--- src/rtl/fp16_pkg.sv ---
// Shared definitions for the 16-bit float format (sign, 5-bit two's-complement
// exponent with no bias, 10-bit fraction with hidden 1) used by fmul and fadd.
package fp16_pkg;

  localparam int EXP_W   = 5;
  localparam int FRAC_W  = 10;
  localparam int MANT_W  = FRAC_W + 1;
  localparam int PROD_W  = 2 * MANT_W;
  localparam int EXP_MAX = 15;
  localparam int EXP_MIN = -15;

  localparam logic [EXP_W-1:0] ZERO_EXP = 5'b10000;

  typedef enum logic [1:0] {
    IDLE = 2'd0,
    MUL  = 2'd1,
    NORM = 2'd2,
    PACK = 2'd3
  } fmul_state_t;

  // Zero is the reserved exponent with an all-zero fraction, either sign.
  function automatic logic is_zero(input logic [15:0] v);
    return (v[14:10] == ZERO_EXP) && (v[9:0] == '0);
  endfunction

endpackage

--- src/rtl/mant_mul11.sv ---
// Iterative 11x11 unsigned shift-add multiplier: one multiplier bit per cycle,
// product valid once busy falls. start reloads operands from any state.
module mant_mul11
  import fp16_pkg::*;
(
  input  logic              clk,
  input  logic              reset,
  input  logic              start,
  input  logic [MANT_W-1:0] a,
  input  logic [MANT_W-1:0] b,
  output logic              busy,
  output logic [PROD_W-1:0] product
);

  logic [PROD_W-1:0] mcand_reg, mcand_next;
  logic [MANT_W-1:0] mplier_reg, mplier_next;
  logic [PROD_W-1:0] acc_reg, acc_next;
  logic [3:0]        cnt_reg, cnt_next;
  logic              busy_reg, busy_next;

  always_comb begin
    mcand_next  = mcand_reg;
    mplier_next = mplier_reg;
    acc_next    = acc_reg;
    cnt_next    = cnt_reg;
    busy_next   = busy_reg;
    if (start) begin
      mcand_next  = {{MANT_W{1'b0}}, a};
      mplier_next = b;
      acc_next    = '0;
      cnt_next    = '0;
      busy_next   = 1'b1;
    end else if (busy_reg) begin
      // Multiplicand shifts left while the multiplier shifts right,
      // so bit 0 of the multiplier always selects the current row.
      if (mplier_reg[0]) acc_next = acc_reg + mcand_reg;
      mcand_next  = mcand_reg << 1;
      mplier_next = mplier_reg >> 1;
      cnt_next    = cnt_reg + 4'd1;
      if (cnt_reg == 4'(MANT_W - 1)) busy_next = 1'b0;
    end
  end

  always_ff @(posedge clk or posedge reset) begin
    if (reset) begin
      mcand_reg  <= '0;
      mplier_reg <= '0;
      acc_reg    <= '0;
      cnt_reg    <= '0;
      busy_reg   <= 1'b0;
    end else begin
      mcand_reg  <= mcand_next;
      mplier_reg <= mplier_next;
      acc_reg    <= acc_next;
      cnt_reg    <= cnt_next;
      busy_reg   <= busy_next;
    end
  end

  assign busy    = busy_reg;
  assign product = acc_reg;

endmodule

--- src/rtl/fmul.sv ---
// Sequential 16-bit float multiplier: IDLE -> MUL (11 cycles) -> NORM -> PACK.
// Define FMUL_ROUND_EN for round-to-nearest-even; otherwise the fraction truncates.
module fmul
  import fp16_pkg::*;
(
  input  logic        clk,
  input  logic        reset,
  input  logic        st,
  input  logic [15:0] sig1,
  input  logic [15:0] sig2,
  output logic [15:0] sigout,
  output logic        done,
  output logic        ovf,
  output logic        unf
);

  fmul_state_t        state_reg, state_next;
  logic [3:0]         cnt_reg, cnt_next;
  logic               s_reg, s_next;
  logic               zero_reg, zero_next;
  logic signed [6:0]  e1_reg, e1_next;
  logic signed [6:0]  e2_reg, e2_next;
  logic signed [6:0]  exp_reg, exp_next;
  // {hidden, fraction[9:0], guard, sticky} after normalization
  logic [12:0]        mant_reg, mant_next;
  logic [15:0]        sigout_reg, sigout_next;
  logic               done_reg, done_next;
  logic               ovf_reg, ovf_next;
  logic               unf_reg, unf_next;

  logic               op_zero;
  logic               mul_start;
  logic               mul_busy;
  logic [PROD_W-1:0]  product;
  logic [9:0]         pk_frac;
  logic signed [6:0]  pk_exp;

  assign op_zero   = is_zero(sig1) || is_zero(sig2);
  assign mul_start = (state_reg == IDLE) && st && !op_zero;

  mant_mul11 u_mant_mul11 (
    .clk     (clk),
    .reset   (reset),
    .start   (mul_start),
    .a       ({1'b1, sig1[9:0]}),
    .b       ({1'b1, sig2[9:0]}),
    .busy    (mul_busy),
    .product (product)
  );

`ifdef FMUL_ROUND_EN
  logic        rnd_up;
  logic [11:0] rnd_sum;

  always_comb begin
    rnd_up  = mant_reg[1] & (mant_reg[0] | mant_reg[2]);
    rnd_sum = {1'b0, mant_reg[12:2]} + {11'b0, rnd_up};
    // A carry out of the mantissa means 2.0: renormalize before range checks.
    if (rnd_sum[11]) begin
      pk_frac = rnd_sum[10:1];
      pk_exp  = exp_reg + 7'sd1;
    end else begin
      pk_frac = rnd_sum[9:0];
      pk_exp  = exp_reg;
    end
  end
`else
  logic unused_round_bits;
  assign unused_round_bits = ^{mant_reg[12], mant_reg[1:0]};
  assign pk_frac = mant_reg[11:2];
  assign pk_exp  = exp_reg;
`endif

  always_comb begin
    state_next  = state_reg;
    cnt_next    = cnt_reg;
    s_next      = s_reg;
    zero_next   = zero_reg;
    e1_next     = e1_reg;
    e2_next     = e2_reg;
    exp_next    = exp_reg;
    mant_next   = mant_reg;
    sigout_next = sigout_reg;
    done_next   = done_reg;
    ovf_next    = ovf_reg;
    unf_next    = unf_reg;

    case (state_reg)
      IDLE: begin
        if (st) begin
          s_next     = sig1[15] ^ sig2[15];
          e1_next    = {{2{sig1[14]}}, sig1[14:10]};
          e2_next    = {{2{sig2[14]}}, sig2[14:10]};
          zero_next  = op_zero;
          cnt_next   = '0;
          done_next  = 1'b0;
          ovf_next   = 1'b0;
          unf_next   = 1'b0;
          state_next = op_zero ? PACK : MUL;
        end
      end

      MUL: begin
        if (mul_busy) cnt_next = cnt_reg + 4'd1;
        if (cnt_reg == 4'(MANT_W - 1) || !mul_busy) state_next = NORM;
      end

      NORM: begin
        // Product of two [1,2) mantissas lies in [1,4): at most one right shift.
        if (product[PROD_W-1]) begin
          mant_next = {product[21:11], product[10], |product[9:0]};
          exp_next  = e1_reg + e2_reg + 7'sd1;
        end else begin
          mant_next = {product[20:10], product[9], |product[8:0]};
          exp_next  = e1_reg + e2_reg;
        end
        state_next = PACK;
      end

      PACK: begin
        done_next  = 1'b1;
        state_next = IDLE;
        if (zero_reg) begin
          sigout_next = {s_reg, ZERO_EXP, {FRAC_W{1'b0}}};
        end else if (pk_exp > $signed(7'(EXP_MAX))) begin
          ovf_next    = 1'b1;
          sigout_next = {s_reg, 5'(EXP_MAX), {FRAC_W{1'b1}}};
        end else if (pk_exp < $signed(7'(EXP_MIN))) begin
          unf_next    = 1'b1;
          sigout_next = {s_reg, ZERO_EXP, {FRAC_W{1'b0}}};
        end else begin
          sigout_next = {s_reg, pk_exp[4:0], pk_frac};
        end
      end

      default: state_next = IDLE;
    endcase
  end

  always_ff @(posedge clk or posedge reset) begin
    if (reset) begin
      state_reg  <= IDLE;
      cnt_reg    <= '0;
      s_reg      <= 1'b0;
      zero_reg   <= 1'b0;
      e1_reg     <= '0;
      e2_reg     <= '0;
      exp_reg    <= '0;
      mant_reg   <= '0;
      sigout_reg <= '0;
      done_reg   <= 1'b0;
      ovf_reg    <= 1'b0;
      unf_reg    <= 1'b0;
    end else begin
      state_reg  <= state_next;
      cnt_reg    <= cnt_next;
      s_reg      <= s_next;
      zero_reg   <= zero_next;
      e1_reg     <= e1_next;
      e2_reg     <= e2_next;
      exp_reg    <= exp_next;
      mant_reg   <= mant_next;
      sigout_reg <= sigout_next;
      done_reg   <= done_next;
      ovf_reg    <= ovf_next;
      unf_reg    <= unf_next;
    end
  end

  assign sigout = sigout_reg;
  assign done   = done_reg;
  assign ovf    = ovf_reg;
  assign unf    = unf_reg;

endmodule

--- config.mk ---
export PLATFORM = sky130hd
export DESIGN_NAME = fmul
export DESIGN_NICKNAME = d
export VERILOG_FILES = /design/src/rtl/fp16_pkg.sv /design/src/rtl/mant_mul11.sv /design/src/rtl/fmul.sv
export SDC_FILE = /design/constraint.sdc
export NUM_CORES = 1
export LEC_CHECK = 0
export ABC_AREA = 1
export BUFFER_PORTS_ARGS = -buffer_cell sky130_fd_sc_hd__buf_2
export CORE_UTILIZATION = 55
export CTS_CLUSTER_SIZE = 40
export DETAILED_ROUTE_END_ITERATION = 10
export PLACE_DENSITY = 0.86
export SYNTH_ARGS = -nofsm -noshare
export SYNTH_HDL_FRONTEND = slang
export SYNTH_SLANG_ARGS = --single-unit
--- constraint.sdc ---
create_clock -name clk -period 3.5 [get_ports clk]
set_clock_uncertainty 0.2 [all_clocks]
set_input_delay 0.35 -clock clk [delete_from_list [all_inputs] [get_ports clk]]
set_output_delay 0.35 -clock clk [all_outputs]
set_load 0.02 [all_outputs]
==> reports/metrics.csv <==
metric,value,unit
status,finished clean,
maxSlewViolCount,0,
die_h,113,µm
p_seq_share,30.4,%
drt_iter0_drc,549,
r2r_slack,720,ps
ant_nets,0,
clk_path_buf_depth,2,
switching_share,44.1,%
timing.fmax,359,MHz
antenna_found_initial,0,
vias,6284,
crit_path_end_kind,flop,
path_class,flop to flop,
hold-path-endpoint,u_mant_mul11.mcand_reg[0],
ctsHtreeMaxLevel,4,
cts_setup_buffers,0,
cts-resized-gates,0,
power.static_leakage,0.00439,µW
dpl_cell_area,7080,µm²
grt_pass1_vias,6139,
p_clk_share,23.0,%
grt_pass1_wl,27500,µm
area_growth,18.0,%
r2r_end,u_mant_mul11.product[12],
ys_warn_count,0,
netlist_instances,937,
cp_slowest_stage_delay,450,ps
final_hold_viol_count,0,
grt_max_degree,52,
ctsHoldBuffers,24,
r2r_cells,9,
cts_made_buffers,17,
power_density,989,nW/µm²
dpl.hpwl,10600,µm
cp-start-kind,flop,
rsz0062_at_grt,no,
first_pass_iters,5,
gp_congestion,0.937,
max_slew_margin,36.4,%
core_area,12000,µm²
p_sw,3460,µW
setup_viol,0,
avgSynthCellArea,7.17,µm²
finalSetupTns,0,ps
antenna_cells,0,
grtUsageMet2,46.0,%
path_clk_slew,60,ps
crit_fanout,22,
seq_area_frac_synth,42.5,%
reg2reg_from,state_reg[0],
worst_slew_pin_slew,952,ps
holdCritPathClass,primary input to flop,
required,3650,ps
internal-power,4390,µW
portBuffers,53,
hp-start,sig1[0],
min_period,2780,ps
cts_tree,built,
yosys.area.top_type_share,42.5,%
synth-seq-cells,114,
rows,40,
clk_latency,410,ps
use_met3,5.72,%
p_comb_share,46.7,%
peakVddDrop,0.532,mV
drc,0,
ys_types,32,
pin_count,54,
max_cap_violations,0,
fillers,928,
layout-drive-gt1-share,9.38,%
critPathArrivalTime,2930,ps
slowest_stage,inv_1,
timing.final.crit_share,79.5,%
synth_area_leader_cell,dfrtp_1,
drt-vias-per-instance,5.37,
routed_wl,16300,µm
holdPathStages,3,
cts.sinks,114,
dieArea,12700,µm²
initial_core_util,56.2,%
synth_area,6720,µm²
synthTopCellsByArea,"dfrtp_1 42%, nand2_1 19%, inv_1 6.8%, ha_1 6.7%, nand3_1 5.4%",
use_met1,34.5,%
nNetsFinal,1084,
die_x,113,µm
syn_nets,1010,
path_cells,inv_1 > ha_1 > nand2_2 > clkinv_2 > nand3_4 > nand2_1 > inv_1 > nand3_1 > nand2_1,
gr-total-overflow,0,
grt_use_total,27.5,%
post_drt_wl_per_cell,13.9,µm
grt_most_used_layer,met2,
fin_area,7930,µm²
root_buffer,clkbuf_16,
-- kinds of logic (layout without fill, tap and decap cells) --
| kind of cell | Yosys count | count (layout) | share of synthesized area [%] |
|---|---|---|---|
| fa+ha+maj | 38 | 38 | 7.30 |
| compound gates | 108 | 108 | 8.36 |
| simple gates | 511 | 511 | 31.0 |
| buf+inv | 153 | 239 | 9.20 |
| flops | 114 | 114 | 42.5 |
| xor+xnor | 13 | 13 | 1.69 |
-- worst max path at each step --
| stage | slack, ps | cells after the start | endpoint | start |
|---|---|---|---|---|
| CTS | 760 | 9 | u_mant_mul11.product[12] | state_reg[0] |
| global placement | 940 | 9 | u_mant_mul11.product[17] | state_reg[0] |
| global route | 550 | 9 | u_mant_mul11.product[16] | state_reg[0] |
| finish | 720 | 9 | u_mant_mul11.product[12] | state_reg[0] |
| floorplan | 1480 | 10 | exp_reg[6] | e1_reg[0] |
| detailed placement | 820 | 9 | u_mant_mul11.product[16] | state_reg[0] |
-- power by group through the flow --
stage	clock network, µW	logic [µW]	registers (µW)
finish	1800	3660	2380
global route	1860	4200	2440
CTS	1800	3620	2370
detailed placement	0	3510	2370
global placement	0	3430	2350
floorplan	0	2790	2310
-- cell usage after synthesis --
library cell	n
dfrtp_1	114
buf_4	5
nand2_2	1
nand3_4	1
clkinv_2	1
o211ai_1	2
o21a_1	1
nand3b_1	9
o21ai_0	67
nand3_1	72
nor2_1	80
o21bai_1	1
clkbuf_1	12
nand2b_1	1
o22ai_1	3
nand4_1	6
buf_1	1
inv_2	4
buf_6	2
nand2_1	335
a21boi_0	1
fa_1	2
ha_1	36
a31oi_1	2
buf_2	7
xor2_1	3
inv_1	121
o21ai_1	9
nor3_1	6
a21oi_1	21
xnor2_1	10
a22oi_1	1
-- layer usage --
layer	vias to the layer above	routed length (µm)
li1	3092	-
met1	2875	6810
met2	265	7940
met3	52	952
met4	0	556
met5	-	0
-- cell usage in the layout, fill, tap and decap left out, types with 6 or more instances in the layout --
cell | netlist | final
dfrtp_1 | 114 | 114
o21ai_0 | 67 | 67
inv_1 | 121 | 120
a21oi_1 | 21 | 21
nand4_1 | 6 | 6
o21ai_1 | 9 | 9
xnor2_1 | 10 | 10
ha_1 | 36 | 36
nand3_1 | 72 | 72
buf_2 | 7 | 53
nand3b_1 | 9 | 9
dlygate4sd3_1 | 0 | 24
nor2_1 | 80 | 80
clkbuf_16 | 0 | 17
nand2_1 | 335 | 335
nor3_1 | 6 | 6
-- per-stage QoR --
stage	hold slack [ps]	std cells	power [µW]	utilization, %	setup WS [ps]
after CTS	10.2	1170	7790	66.3	765
after detailed placement	270	1115	5890	59.2	819
after global placement	249	1115	5780	59.2	945
after floorplan	248	937	5100	-	1480
final	14.4	1170	7840	66.3	716
after global routing	9.09	1170	8500	66.3	551
-- critical path: cells and delay by family, from the launching register on --
family                   cells  cell delay [ps]
flip-flops                   1              370
adder cells (fa/ha/maj)      1              260
buffers and inverters        3              780
AND/OR/NAND/NOR              5             1100
-- area by class of cell --
cell class | count | area [µm²] | area share [%]
clock buffers | 22 | 484 | 6.10
clock inverters | 9 | 129 | 1.62
inverters | 126 | 478 | 6.03
multi-input cells | 670 | 3250 | 41.0
flip-flops and latches | 114 | 2850 | 36.0
well taps | 147 | 184 | 2.32
repair buffers | 82 | 556 | 7.00
Power figures use the tool's default switching activity.
